`config.mk`:
```
export PLATFORM = sky130hd
export DESIGN_NAME = tage_update_sched
export DESIGN_NICKNAME = d
export VERILOG_FILES = /design/src/rtl/tage_update_sched.sv
export SDC_FILE = /design/constraint.sdc
export NUM_CORES = 1
export LEC_CHECK = 0
export ABC_AREA = 1
export CORE_ASPECT_RATIO = 1.25
export CORE_MARGIN = 4
export CORE_UTILIZATION = 53
export DETAILED_ROUTE_END_ITERATION = 16
export PLACE_DENSITY_LB_ADDON = 0.25
export SETUP_SLACK_MARGIN = 0.2
export SYNTH_ARGS = -nofsm -noshare
export SYNTH_HDL_FRONTEND = slang
export SYNTH_SLANG_ARGS = --single-unit
```
`constraint.sdc`:
```
create_clock -name clk -period 3.05 [get_ports clk]
set_input_delay 0.7625 -clock clk [delete_from_list [all_inputs] [get_ports clk]]
set_output_delay 0.7625 -clock clk [all_outputs]
set_load 0.01 [all_outputs]
```
`src/rtl/tage_update_sched.sv`:
```
// Update scheduler for the TAGE table port: buffers resolved branches and issues them when the front end is idle.
// Optional stat_issued/stat_forced/stat_flushed counters are built when TAGE_UPD_STATS_EN is defined.
module tage_update_sched #(
  parameter int DEPTH      = 8,
  parameter int STARVE_MAX = 4
) (
  input  logic                         clk,
  input  logic                         rst,
  input  logic                         in_valid,
  output logic                         in_ready,
  input  logic [31:0]                  in_pc,
  input  logic                         in_taken,
  input  logic [1:0]                   in_pred,
  input  logic                         lookup_req,
  output logic                         lookup_grant,
  input  logic                         flush,
  output logic                         upd_valid,
  output logic [31:0]                  upd_pc,
  output logic                         upd_taken,
  output logic [1:0]                   upd_pred,
  output logic [$clog2(DEPTH+1)-1:0]   count
`ifdef TAGE_UPD_STATS_EN
  ,
  output logic [31:0]                  stat_issued,
  output logic [31:0]                  stat_forced,
  output logic [31:0]                  stat_flushed
`endif
);

  localparam int CW = $clog2(DEPTH + 1);
  localparam int PW = $clog2(DEPTH);
  localparam int SW = $clog2(STARVE_MAX + 1);

  localparam logic [1:0] S_IDLE  = 2'd0;
  localparam logic [1:0] S_PEND  = 2'd1;
  localparam logic [1:0] S_FORCE = 2'd2;

  typedef struct packed {
    logic [31:0] pc;
    logic        taken;
    logic [1:0]  pred;
  } entry_t;

  entry_t          mem_q [DEPTH];
  logic [PW-1:0]   wr_ptr_q, wr_ptr_d, rd_ptr_q, rd_ptr_d;
  logic [CW-1:0]   count_q, count_d;
  logic [SW-1:0]   starve_q, starve_d;
  logic [1:0]      state_q, state_d;
  logic            push, pop;

  // Outputs come from the registered state so lookup_req never reaches in_ready.
  assign in_ready     = (count_q < CW'(DEPTH));
  assign upd_valid    = !rst && !flush &&
                        ((state_q == S_FORCE) || ((state_q == S_PEND) && !lookup_req));
  assign lookup_grant = lookup_req && (rst || flush || (state_q != S_FORCE));
  assign push         = in_valid && in_ready && !flush;
  assign pop          = upd_valid;
  assign count        = count_q;
  assign {upd_pc, upd_taken, upd_pred} = mem_q[rd_ptr_q];

  always_comb begin
    // NOTE: every comb output gets a default first so no path can infer a latch.
    wr_ptr_d = wr_ptr_q;
    rd_ptr_d = rd_ptr_q;
    count_d  = count_q;
    starve_d = starve_q;
    state_d  = state_q;
    if (flush) begin
      wr_ptr_d = '0;
      rd_ptr_d = '0;
      count_d  = '0;
      starve_d = '0;
      state_d  = S_IDLE;
    end else begin
      wr_ptr_d = wr_ptr_q + PW'(push);
      rd_ptr_d = rd_ptr_q + PW'(pop);
      count_d  = count_q + CW'(push) - CW'(pop);
      if (pop || (count_d == '0))
        starve_d = '0;
      else if ((state_q == S_PEND) && lookup_req && (starve_q != SW'(STARVE_MAX)))
        starve_d = starve_q + SW'(1);
      if (count_d == '0)
        state_d = S_IDLE;
      else if (starve_d == SW'(STARVE_MAX))
        state_d = S_FORCE;
      else
        state_d = S_PEND;
    end
  end

  always_ff @(posedge clk) begin
    // NOTE: sequential state uses non-blocking assignments so every register samples pre-edge values.
    if (rst) begin
      wr_ptr_q <= '0;
      rd_ptr_q <= '0;
      count_q  <= '0;
      starve_q <= '0;
      state_q  <= S_IDLE;
    end else begin
      wr_ptr_q <= wr_ptr_d;
      rd_ptr_q <= rd_ptr_d;
      count_q  <= count_d;
      starve_q <= starve_d;
      state_q  <= state_d;
    end
  end

  // NOTE: storage has no reset; occupancy alone decides which entries are meaningful.
  always_ff @(posedge clk) begin
    if (push)
      mem_q[wr_ptr_q] <= '{pc: in_pc, taken: in_taken, pred: in_pred};
  end

`ifdef TAGE_UPD_STATS_EN
  logic [31:0] stat_issued_q, stat_forced_q, stat_flushed_q;

  always_ff @(posedge clk) begin
    if (rst) begin
      stat_issued_q  <= '0;
      stat_forced_q  <= '0;
      stat_flushed_q <= '0;
    end else begin
      if (pop)
        stat_issued_q <= stat_issued_q + 32'd1;
      if (pop && (state_q == S_FORCE))
        stat_forced_q <= stat_forced_q + 32'd1;
      if (flush)
        stat_flushed_q <= stat_flushed_q + 32'(count_q);
    end
  end

  assign stat_issued  = stat_issued_q;
  assign stat_forced  = stat_forced_q;
  assign stat_flushed = stat_flushed_q;
`endif

endmodule

```
# Yosys cells after proc, flatten, opt, wreduce, memory -nomap -nowiden
# Memory sizes are Yosys's and may differ from the RTL's. A register that Yosys moved wholly into a read port is not among the register bits.
# Cells that the tools add are included.
# op_classes
n_eq_ne,5
order_cmp,1
muxes,7
n_reduce_logical,18
n_addsub,5
# op_table
operator,count
$mux W3,4
$logic_and A1 B1 Y1,8
$add A3 B1 Y3,2
$add A4 B1 Y4,1
$logic_not A4 Y1,1
$logic_or A1 B1 Y1,4
$lt A4 B4 Y1 const B,1
$sub A4 B1 Y4,1
$add A3 B1 Y3 const B,1
$eq A3 B3 Y1 const B,1
$logic_not A1 Y1,3
$ne A3 B3 Y1 const B,1
$reduce_or A3 Y1,1
$eq A2 B1 Y1 const B,1
$eq A2 B2 Y1 const B,1
$mux W1,2
$mux W2,1
$ne A2 B2 Y1 const B,1
$reduce_or A2 Y1,1
# word_totals
memories,1
ram_bits,280
reg_bits,15
wordCells,42
# mem_list
name,words,width,read_ports,rd_clocked_by_memory_dff,write_ports,line,source
mem_q,8,35,1,1,1,44,entry_t mem_q [DEPTH];

# Longest topological paths before layout
# depth
depth_word,11
depth_mapped,18

# Worst setup path after synthesis
# Ideal clock, no wire load.
# synth_timing
path_kind,input port to flip-flop
startpoint,input port in_valid
endpoint,"memory mem_q[0][0] in the netlist's numbering, enable pin"
arrival_time_ps,2645
n_path_buf,0
slack_ps,-22
required_time_ps,2623
stages,4
cell_sequence,nand2_1 -> nor2_1 -> nand2_1 -> nor2_1
# synth_between
elab_chain_cells,4
# synth_lines
element,line,source
"start, declared",9,"input logic in_valid,"
$logic_and A1 B1 Y1 (2 in a row),56,assign push = in_valid && in_ready && !flush;
$mux W1,110,if (push)
$mux W1 (not written as such),111,"mem_q[wr_ptr_q] <= '{pc: in_pc, taken: in_taken, pred: in_pred};"
"end, declared",44,
# Every way passes these cells.

==> results <==
repair_timing:
action                                  in CTS  in global routing
resized for setup                          103                 50
pin swaps                                    0                  3
endpoints found under the setup margin      37                 33
setup buffers                                7                  4
endpoints found under the hold margin        0                  0
cloned                                       3                  6
area by class of cell:
type                       instances  share of cell area
tap                              279              0.0242
sequential                       295               0.605
timing repair buffer             145               0.109
clock inverter                    19              0.0190
clock buffer                      31              0.0479
timing repair inverter             1            0.000781
inverter                          25             0.00833
multi-input combinational        578               0.186
flip-flops by register name (all words and copies together), names as in the netlist:
signal and cells:
mem_q 280, count 4, rd_ptr_q 3, starve_q 3, wr_ptr_q 3, state_q 2
through the flow:
stage	util	area, µm²
2_1_floorplan	-	11800
3_3_place_gp	0.606	13200
3_5_place_dp	0.606	13200
4_1_cts	0.658	14300
5_1_grt	0.664	14400
6_report	0.664	14400
cell families after synthesis:
| family | Yosys count |
|---|---|
| AO/OA/AOI/OAI | 214 |
| XOR/XNOR | 3 |
| adder cells (fa/ha/maj) | 9 |
| buffers and inverters | 79 |
| flip-flops | 295 |
| AND/OR/NAND/NOR | 352 |
path summary, 6_finish.rpt:
path,slack [ns],cells after the start,to
worst min register to register,0.62,2,wr_ptr_q[2]
worst max-delay path,0.27,8,upd_pc[30]
worst min-delay path,0.62,2,wr_ptr_q[2]
worst max register to register,0.76,15,state_q[0]
where the power goes:
group / leakage [nW] / switching, mW / internal [mW]
clock: 0.467 / 1.41 / 2.22
sequential: 2.65 / 0.00874 / 4.46
combinational: 1.95 / 0.149 / 0.110
critical path, delay by kind of cell (launching register included):
kind | cells | cell delay (ns)
AO/OA/AOI/OAI | 3 | 0.39
buffers and inverters | 4 | 0.66
flip-flops | 1 | 0.38
AND/OR/NAND/NOR | 1 | 0.05
synth_stat cells, types with 2 or more instances:
master,number,area [µm²]
buf_4,8,60.1
buf_2,12,60.1
o21ai_0,89,445
nor3_1,4,20.0
nand3_1,3,15.0
edfxtp_1,280,8410
xnor2_1,2,17.5
ha_1,8,100
buf_6,12,135
o21ai_1,52,260
a31oi_1,35,219
nand2_1,139,522
inv_1,22,82.6
clkbuf_2,4,20.0
clkbuf_1,17,63.8
a21oi_1,37,185
dfxtp_1,15,300
nor2_1,204,766
metal layers:
layer,track usage,part of all wire,vias to the layer above
li1,-,-,3627
met1,0.273,0.42,3676
met2,0.367,0.50,240
met3,0.0319,0.065,32
met4,0.0452,0.016,0
met5,0,0,-
==> results.md <==
- Num ports: 82
- Period Utilization, post-route: 0.912
- Min-delay worst type: register to register
- Hold Fails Final Rpt: 0
- Avg Vias per Cell: 5.52
- Largest net degree at the start of global routing: 53
- Detailed Place HPWL: 14200 µm
- Worst skew pair latency: 0.53 ns
- Most common cell after layout, fill and taps aside: edfxtp_1
- Main combinational cell family by area after synthesis: simple AND/OR/NAND/NOR gates
- Complex-gate fraction of the synthesized area: 0.0950
- CP max FO: 21
- Filler cells: 1488
- Die footprint: 24600 µm²
- Pleak: 5.07 nW
- Max Cap Viol: 0
- Initial Util: 0.542
- Max Slew Vio Count: 0
- Drt total wl: 26400 µm
- Worst path max stage delay: 0.38 ns
- Worst endpoint required time: 2.29 ns
- Die Wd: 141 µm
- Final TNS setup: 0 ns
- Area of the core: 21700 µm²
- FP Rows: 60
- Worst-path cell chain: buf_12, clkinv_16, buf_12, nor2_1, o21ai_1, a21oi_1, a31oi_1, clkdlybuf4s15_2
- Wire per inst: 19.2 µm
- Remaining Overflow, GRT: 0
- Synth Cell Area: 11800 µm²
- #FFs+latches synth: 295
- # placed instances: 1303
- Synth Instances: 952
- Initial drt markers: 524
- WS Path Type: register to output pin
- Place WS: -0.0495 ns
- PD cells: 580 nW/µm²
- Unrepaired setup endpoints after global routing: true
- Worst-path clk slew: 0.06 ns
- CTS tree: done
- Max Fclk: 360 MHz
- Asr flop ratio synth: 0
- Setup slack after layout: 0.269 ns
- Vias in the first global route: 7508
- Sequential cell area: 8720 µm²
- Multiplexer share of the synthesized area: 0
- Fin crit period: 2.78 ns
- Most frequent cells in the layout: edfxtp_1 (280), nor2_1 (195), nand2_1 (139)
- Synth warn: 0
- Measured slew at the worst slew-check pin: 0.379 ns
- Crit path DAT: 2.02 ns
- Simple logic cell fraction of the synthesized area: 0.114
- Num Clock Sinks: 295
- Layout cells sized above 1: 0.141
- Initial antenna violation count: 0
- Outcome: complete, no violations
- First-pass GRT wire length: 40500 µm
- CP dominant cell by count: buf_12
- Port bufs: 81
- CP Launch Type: register
- Clock Skew: 0.00879 ns
- Peak supply drop: 429 µV
- Multi-input logic area: 2680 µm²
- Nets: 1122
- Post-synth EDFFs: 280
- Total number of vias: 7575
- Primary FF master, synth: edfxtp_1
- Tot GR Track Use: 0.208
- Post-CTS Hold Fix Bufs: 0
- H-tree levels: 1
- Fin cells: 1373
- FF-to-FF Start: state_q[0]
- Synth Area in Adders: 0.0102
- Antenna Cells: 0
- Final GP Congestion: 0.770
- Antenna-violating nets left: 0
- CTS Buf Count: 27
- Slew margin rel.: 0.747
- Layout Area Growth over Synthesis: 22.6%
- DRC: 0
- Syn Nets: 1001
- Crit. Startpoint: rd_ptr_q[0]
- Post-synthesis sequential area ratio: 0.741
- Setup violators final: 0
- DIE HEIGHT: 175 µm
- Synth cell types: 27
- Slowest CP cell: dfxtp_4
- Xor and xnor fraction of the mapped netlist area: 0.00223
- Hold slack final: 0.620 ns
- DR pass1 iterations: 7
- Root Buffer: clkbuf_16
- Average size of a mapped cell: 12.4 µm²
- Final total power: 8.36 mW
- Min-Delay Startpoint: wr_ptr_q[2]
- CTS max path bufs: 3
- Critical Path Sink Type: output pin
(Power assumes the default switching activity.)
